**config.mk**
```make
export PLATFORM = sky130hd
export DESIGN_NAME = serial_adder4
export DESIGN_NICKNAME = d
export VERILOG_FILES = /design/src/rtl/serial_adder4.sv
export SDC_FILE = /design/constraint.sdc
export NUM_CORES = 1
export LEC_CHECK = 0
export BUFFER_PORTS_ARGS = -buffer_cell sky130_fd_sc_hd__buf_2
export CAP_MARGIN = 10
export CORE_UTILIZATION = 42
export DETAILED_ROUTE_END_ITERATION = 10
export PLACE_DENSITY_LB_ADDON = 0.12
export SYNTH_ARGS = -nofsm -noshare
export SYNTH_HDL_FRONTEND = slang
export SYNTH_SLANG_ARGS = --single-unit
```
**constraint.sdc**
```tcl
create_clock -name clk -period 2.1 [get_ports clk]
set_input_delay 0.105 -clock clk [delete_from_list [all_inputs] [get_ports clk]]
set_output_delay 0.105 -clock clk [all_outputs]
set_load 0.1 [all_outputs]
```
**src/rtl/serial_adder4.sv**
```systemverilog
// serial_adder4: bit-serial WIDTH-bit adder built from one full-adder slice.
// The slice is two cascaded half-adders plus a carry flop, processing one
// operand bit per clock, LSB first, with a start/busy/done handshake.
//
// Parameters:
//   WIDTH  operand/result width in bits (>= 2)
//
// Ports:
//   clk    in   rising-edge clock
//   rst    in   asynchronous active-high reset
//   start  in   request, sampled only in IDLE or DONE
//   sub    in   (SERIAL_ADD_SUB_EN builds only) subtract A-B, captured on start
//   A, B   in   operands, captured on an accepted start
//   cin    in   carry-in, captured on an accepted start
//   busy   out  high while the slice is shifting
//   done   out  one-cycle pulse when sum/carry update
//   sum    out  registered result, held until the next completion
//   carry  out  registered carry-out (no-borrow flag when subtracting)
//
// Optional feature macro: SERIAL_ADD_SUB_EN adds the sub input.

module serial_adder4 #(
    parameter int WIDTH = 4
) (
    input  logic             clk,
    input  logic             rst,
    input  logic             start,
`ifdef SERIAL_ADD_SUB_EN
    input  logic             sub,
`endif
    input  logic [WIDTH-1:0] A,
    input  logic [WIDTH-1:0] B,
    input  logic             cin,
    output logic             busy,
    output logic             done,
    output logic [WIDTH-1:0] sum,
    output logic             carry
);

    localparam int CW = (WIDTH > 1) ? $clog2(WIDTH) : 1;
    localparam logic [CW-1:0] LAST = CW'(WIDTH - 1);

    typedef enum logic [1:0] {
        IDLE  = 2'd0,
        SHIFT = 2'd1,
        DONE  = 2'd2
    } state_t;

    state_t state;
    state_t state_nxt;

    logic [WIDTH-1:0] areg;
    logic [WIDTH-1:0] breg;
    logic [WIDTH-1:0] res;
    logic             cflop;
    logic [CW-1:0]    cnt;

    logic             load;
    logic             shift;
    logic             finish;
    logic             last;

    logic [WIDTH-1:0] b_in;
    logic             c_in;

    logic             a;
    logic             b;
    logic             s1;
    logic             c1;
    logic             s;
    logic             c2;
    logic             cout;

    // Operand conditioning at capture time. Subtraction is A + ~B + 1,
    // so B is inverted on the way in and the carry flop is preset.
`ifdef SERIAL_ADD_SUB_EN
    always_comb begin
        b_in = B;
        c_in = cin;
        if (sub) begin
            b_in = ~B;
            c_in = 1'b1;
        end
    end
`else
    always_comb begin
        b_in = B;
        c_in = cin;
    end
`endif

    // Full-adder slice as two cascaded half-adders.
    always_comb begin
        a    = areg[0];
        b    = breg[0];
        s1   = a ^ b;
        c1   = a & b;
        s    = s1 ^ cflop;
        c2   = s1 & cflop;
        cout = c1 | c2;
    end

    assign last = (cnt == LAST);

    // State register.
    always_ff @(posedge clk or posedge rst) begin
        if (rst) begin
            state <= IDLE;
        end else begin
            state <= state_nxt;
        end
    end

    // Next-state and datapath control.
    always_comb begin
        state_nxt = state;
        load      = 1'b0;
        shift     = 1'b0;
        finish    = 1'b0;
        unique case (state)
            IDLE: begin
                if (start) begin
                    load      = 1'b1;
                    state_nxt = SHIFT;
                end
            end
            SHIFT: begin
                shift = 1'b1;
                if (last) begin
                    finish    = 1'b1;
                    state_nxt = DONE;
                end
            end
            DONE: begin
                if (start) begin
                    load      = 1'b1;
                    state_nxt = SHIFT;
                end else begin
                    state_nxt = IDLE;
                end
            end
            default: begin
                state_nxt = IDLE;
            end
        endcase
    end

    assign busy = (state == SHIFT);
    assign done = (state == DONE);

    // Operand shift registers, carry flop, bit counter and result shifter.
    always_ff @(posedge clk or posedge rst) begin
        if (rst) begin
            areg  <= '0;
            breg  <= '0;
            res   <= '0;
            cflop <= 1'b0;
            cnt   <= '0;
        end else if (load) begin
            areg  <= A;
            breg  <= b_in;
            res   <= '0;
            cflop <= c_in;
            cnt   <= '0;
        end else if (shift) begin
            areg  <= areg >> 1;
            breg  <= breg >> 1;
            res   <= {s, res[WIDTH-1:1]};
            cflop <= cout;
            cnt   <= cnt + CW'(1);
        end
    end

    // Visible result: the final bit is folded in directly so sum/carry
    // update on the same edge that enters DONE and never show partials.
    always_ff @(posedge clk or posedge rst) begin
        if (rst) begin
            sum   <= '0;
            carry <= 1'b0;
        end else if (finish) begin
            sum   <= {s, res[WIDTH-1:1]};
            carry <= cout;
        end
    end

endmodule

```
==> impl_metrics.json, run 1 <==
{
  "vias_per_cell": 5.24,
  "slowest_stage": "buf_2",
  "initial_core_util_pct": 47.0,
  "htreeDepth": 1,
  "cts_buffer_depth": 2,
  "syn_to_final_growth_pct": 17.1,
  "clock_latency_ns": 0.31,
  "status": "completed",
  "numPortBuffers": 18,
  "finalHoldWorstSlack_ns": 0.0241,
  "grt_pass1_wl_um": 2570,
  "antenna_found_initial": 0,
  "cts-resized-gates": 0,
  "die_area_um2": 2220,
  "synth_async_sr_flop_share_pct": 100,
  "path_cells": "nand2b_1 -> inv_2 -> buf_2",
  "die_x_um": 47.1,
  "num_rows": 15,
  "synth.avg_cell_area_um2": 12.1,
  "tightest_slew_ns": 0.788,
  "post-cts-setup-buffers": 0,
  "fin_nets": 106,
  "grt_pass1_vias": 574,
  "path_class": "flip-flop to output pin",
  "setup-tns-final_ns": 0,
  "firstDrtPassIters": 4,
  "cap_violations": 0,
  "fin_crit_ns": 1.90,
  "fin_worst_skew_ns": 0.00384,
  "maxSlewViolCount": 0,
  "drtIter0Drc": 10,
  "setup_violations": 0,
  "netlist_area_um2": 856,
  "path_delay_family": "buffers and inverters",
  "drc": 0,
  "path_depth": 3,
  "r2r_setup_slack_ns": 0.48,
  "maxSlewHeadroom_pct": 47.4,
  "hold_path.class": "primary input to flip-flop",
  "hold_viol_final": 0,
  "grt_start_max_net_pins": 22,
  "layout-drive-gt1-share_pct": 28.6,
  "syn_inst": 71,
  "drtAntennaViolNets": 0,
  "yosysTopAreaCell": "dfrtp_1",
  "max_stage_delay_ns": 0.48,
  "n_fill_cell": 174,
  "hpwl_um": 1060,
  "clockRootBuffer": "clkbuf_4",
  "worstPathRequired_ns": 2.00,
  "worstPathArrival_ns": 1.79,
  "rsz0062_at_grt": "no",
  "cp-start-kind": "flip-flop",
  "fmax_ghz": 0.528,
  "num_vias": 608,
  "gr-usage-all-layers_pct": 17.0,
  "fin_crit_sh_pct": 90.3,
  "io_pins": 19,
  "tritoncts": "built",
  "cp_max_fo": 14,
  "wire_per_inst_um": 13.3,
  "die_h_um": 47.1,
  "post-synth-top-count-cell": "dfrtp_1",
  "synth_seq_cells": 21,
  "synth_area_leaders": "dfrtp_1 61%, mux2_1 6.6%, a22o_1 6.1%, o22ai_1 5.1%, nor3_1 4.1%",
  "synth.top_cell.area_share_pct": 61.4,
  "grt_overflow": 0,
  "synthDistinctLibCells": 17,
  "cp_num_buf_inv": 2,
  "antenna_cells": 0,
  "clock_sinks": 21,
  "synth_warnings": 0,
  "hold_path_depth": 2,
  "ys.flop_type": "dfrtp_1",
  "core_area_um2": 1820,
  "synth-edff-count": 0,
  "routabilityCongestion": 0.728,
  "syn-num-nets": 85,
  "ys_top_cells_by_count": "21 x dfrtp_1, 7 x nor2_1, 7 x nor3_1, 7 x o22ai_1, 6 x a22o_1",
  "clkTransAtPathRegs_ns": 0.11,
  "r2r_cells": 4,
  "routed_wl_um": 1540,
  "seq_area_frac_synth_pct": 61.4,
  "cts_buffers": 3,
  "cp-end-kind": "output pin"
}
==> cells by family (layout without fill, tap and decap cells) <==
kind of cell | Yosys count | count (layout) | share of synthesized area, %
buffers and inverters | 7 | 27 | 3.65
adders and majority gates | 2 | 2 | 3.80
muxes | 5 | 5 | 6.58
AOI/OAI and AO/OA | 15 | 15 | 12.4
and+or+nand+nor | 21 | 21 | 12.1
DFF | 21 | 21 | 61.4
==> final cells by class <==
class | count | area, um2 | share of cell area, %
clock buffer | 3 | 22.5 | 2.25
clock inverter | 1 | 5.00 | 0.499
inverter | 3 | 11.3 | 1.12
multi-input combinational | 43 | 299 | 29.8
sequential | 21 | 526 | 52.4
tap | 25 | 31.3 | 3.12
timing repair buffer | 20 | 108 | 10.7
==> cell usage in the layout, fill, tap and decap left out, drive strengths merged <==
cell type,synthesis,routed
o22ai,7,7
dfrtp,21,21
ha,1,1
nand3,1,1
nand2b,2,2
o21ai,2,2
inv,3,3
clkbuf,0,3
a22o,6,6
clkinv,0,1
nor2,8,8
nor3,7,7
dlygate4sd3,0,1
fa,1,1
mux2,5,5
buf,4,19
nor2b,2,2
nand2,1,1
==> registers in the layout (all words and copies together) (netlist names) <==
register / cells
sum: 4
state: 2
areg: 4
breg: 4
cnt: 2
cflop: 1
carry: 1
res: 3
==> path summary, 6_finish.rpt <==
| kind | from | endpoint |
|---|---|---|
| setup / recovery | state[1]$_DFFE_PP0P_ | busy |
| hold / removal | A[3] | areg[3]$_DFFE_PP0P_ |
| setup reg to reg | state[0]$_DFFE_PP0P_ | sum[0]$_DFFE_PP0P_ |
| hold reg to reg | sum[3]$_DFFE_PP0P_ | sum[3]$_DFFE_PP0P_ |
| max in group asynchronous | rst | sum[2]$_DFFE_PP0P_ |
| min in group asynchronous | rst | areg[1]$_DFFE_PP0P_ |
==> per-layer routing <==
metal,track usage (%),wire (um)
met1,23.7,771
met2,26.9,682
met5,0,0
met4,6.86,32
met3,2.31,52
==> per-stage QoR <==
step	utilization (%)	instance area, um2	std cells	worst slack [ns]
final	55.1	1000	116	0.204
after global routing	55.1	1000	116	0.112
after CTS	55.1	1000	116	0.218
after detailed placement	53.0	965	111	0.512
after global placement	53.0	965	111	0.553
after floorplan	-	856	71	0.268
==> timing repair <==
item                                    CTS  global route
hold buffers                              1             0
endpoints found under the setup margin    0             0
hold endpoints to repair                 21             0
Power of run 1 is left out: the tool's default activity adds up to more than one toggle a clock period on the data nets, which glitch-free logic cannot reach.
==> run 2, diff against run 1 <==
CORE_MARGIN = 2   (was not set)
SETUP_SLACK_MARGIN = 0.3   (was not set)
==> run 2 against run 1 <==
Wire length is 3.4% lower. Critical path depth stayed put. Die area is 8.7% higher. First-iteration DRC count is 40% lower. Cell area is 1.2% higher. Critical path type unchanged. Critical endpoint unchanged.
==> impl_metrics.json, run 2 (synthesis gave the netlist of run 1 again) <==
{
  "status": "completed",
  "clkTransAtPathRegs_ns": 0.11,
  "routabilityCongestion": 0.672,
  "final_cell_mix": "21 x dfrtp_1, 18 x buf_2, 7 x nor3_1, 7 x o22ai_1, 7 x nor2_1",
  "firstDrtPassIters": 4,
  "path_class": "flip-flop to output pin",
  "routed_wl_um": 1490,
  "fin_crit_sh_pct": 78.3,
  "die_h_um": 49.1,
  "num_vias": 597,
  "rsz0062_at_grt": "no",
  "drt-met1-wl_um": 706,
  "gr-usage-all-layers_pct": 15.2,
  "finalHoldWorstSlack_ns": 0.0243,
  "clock_sinks": 21,
  "cts_buffer_depth": 2,
  "syn_to_final_growth_pct": 18.6,
  "fin_nets": 107,
  "maxSlewViolCount": 0,
  "fmax_ghz": 0.608,
  "grt_pass1_vias": 635,
  "hold_viol_final": 0,
  "layout-drive-gt1-share_pct": 30.4,
  "worstPathRequired_ns": 2.00,
  "cp_max_fo": 14,
  "path_cells": "nand2b_1 -> inv_2 -> buf_2",
  "clock_latency_ns": 0.29,
  "cp-start-kind": "flip-flop",
  "slowest_stage": "buf_2",
  "tightest_slew_ns": 0.770,
  "path_delay_family": "buffers and inverters",
  "io_pins": 19,
  "initial_core_util_pct": 44.1,
  "clockRootBuffer": "clkbuf_4",
  "grt_pass1_wl_um": 2790,
  "drc": 0,
  "max_stage_delay_ns": 0.48,
  "cts_buffers": 3,
  "fin_crit_ns": 1.64,
  "cts-resized-gates": 0,
  "grt_start_max_net_pins": 22,
  "antenna_cells": 0,
  "fin_util_pct": 52.3,
  "core_area_um2": 1940,
  "die_area_um2": 2410,
  "grt_overflow": 0,
  "reg.largest.list": "areg x4, breg x4, sum x4",
  "post-cts-setup-buffers": 0,
  "register_area_um2": 526,
  "cp-end-kind": "output pin",
  "setup_violations": 0,
  "setup-tns-final_ns": 0,
  "dr.max_layer_used": "met4",
  "drtIter0Drc": 6,
  "hpwl_um": 1080,
  "mostFrequentLayoutCell": "dfrtp_1",
  "drtAntennaViolNets": 0,
  "tritoncts": "built",
  "cap_violations": 0,
  "fin_worst_skew_ns": 0.00904,
  "antenna_found_initial": 0,
  "hold_path.class": "primary input to flip-flop",
  "n_fill_cell": 196,
  "met3_length_um": 52,
  "worstPathArrival_ns": 1.54,
  "die_x_um": 49.1,
  "vias_per_cell": 5.02,
  "cp_num_buf_inv": 2,
  "wire_per_inst_um": 12.5,
  "num_rows": 16,
  "maxSlewHeadroom_pct": 48.6,
  "hold_buffers": 1,
  "wl_met2_um": 716,
  "multi_input_area_um2": 302,
  "htreeDepth": 1,
  "numPortBuffers": 18
}
## run 2: cell types whose count changed in the layout (fill, tap and decap cells not counted)
cell | before | now
nor2b_1 | 2 | 1
buf_4 | 1 | 2
nor2b_2 | 0 | 1
## run 2: per-stage QoR
step           setup slack (ns)  instances  instance area (um2)
6_report                  0.456        119                 1010
2_1_floorplan             0.726         71                  858
4_1_cts                   0.430        119                 1010
3_5_place_dp              0.755        114                  977
3_3_place_gp              0.788        114                  977
5_1_grt                   0.355        119                 1010
## run 2: area by class of cell
| type | count | share of cell area (%) |
|---|---|---|
| Tap cell | 27 | 3.33 |
| Sequential cell | 21 | 51.8 |
| Timing Repair Buffer | 21 | 11.3 |
| Clock inverter | 1 | 0.493 |
| Multi-Input combinational cell | 43 | 29.7 |
| Inverter | 3 | 1.11 |
| Clock buffer | 3 | 2.22 |
## run 2: path summary, 6_finish.rpt
kind / from / endpoint / slack, ns / cells past startpoint
min in group asynchronous: rst / res[2]$_DFFE_PP0P_ / 0.48 / 3
worst min-delay path: B[3] / breg[3]$_DFFE_PP0P_ / 0.02 / 2
max in group asynchronous: rst / sum[1]$_DFFE_PP0P_ / 1.14 / 3
worst max register to register: state[1]$_DFFE_PP0P_ / sum[2]$_DFFE_PP0P_ / 0.74 / 4
worst min register to register: sum[2]$_DFFE_PP0P_ / sum[2]$_DFFE_PP0P_ / 0.50 / 1
worst max-delay path: state[1]$_DFFE_PP0P_ / busy / 0.46 / 3
## run 2: per-layer routing
layer / up-vias / GRT usage (%)
li1: 293 / -
met3: 2 / 2.76
met1: 291 / 20.3
met5: - / 0
met4: 0 / 7.14
met2: 11 / 24.1
## run 2: worst reg2reg max path, delay by kind of cell (launching register included)
| kind | cells | cell delay (ns) |
|---|---|---|
| multiplexers | 1 | 0.33 |
| AND/OR/NAND/NOR | 2 | 0.31 |
| flip-flops | 1 | 0.39 |
| buffers and inverters | 1 | 0.21 |
Power of run 2 is left out for the same reason.
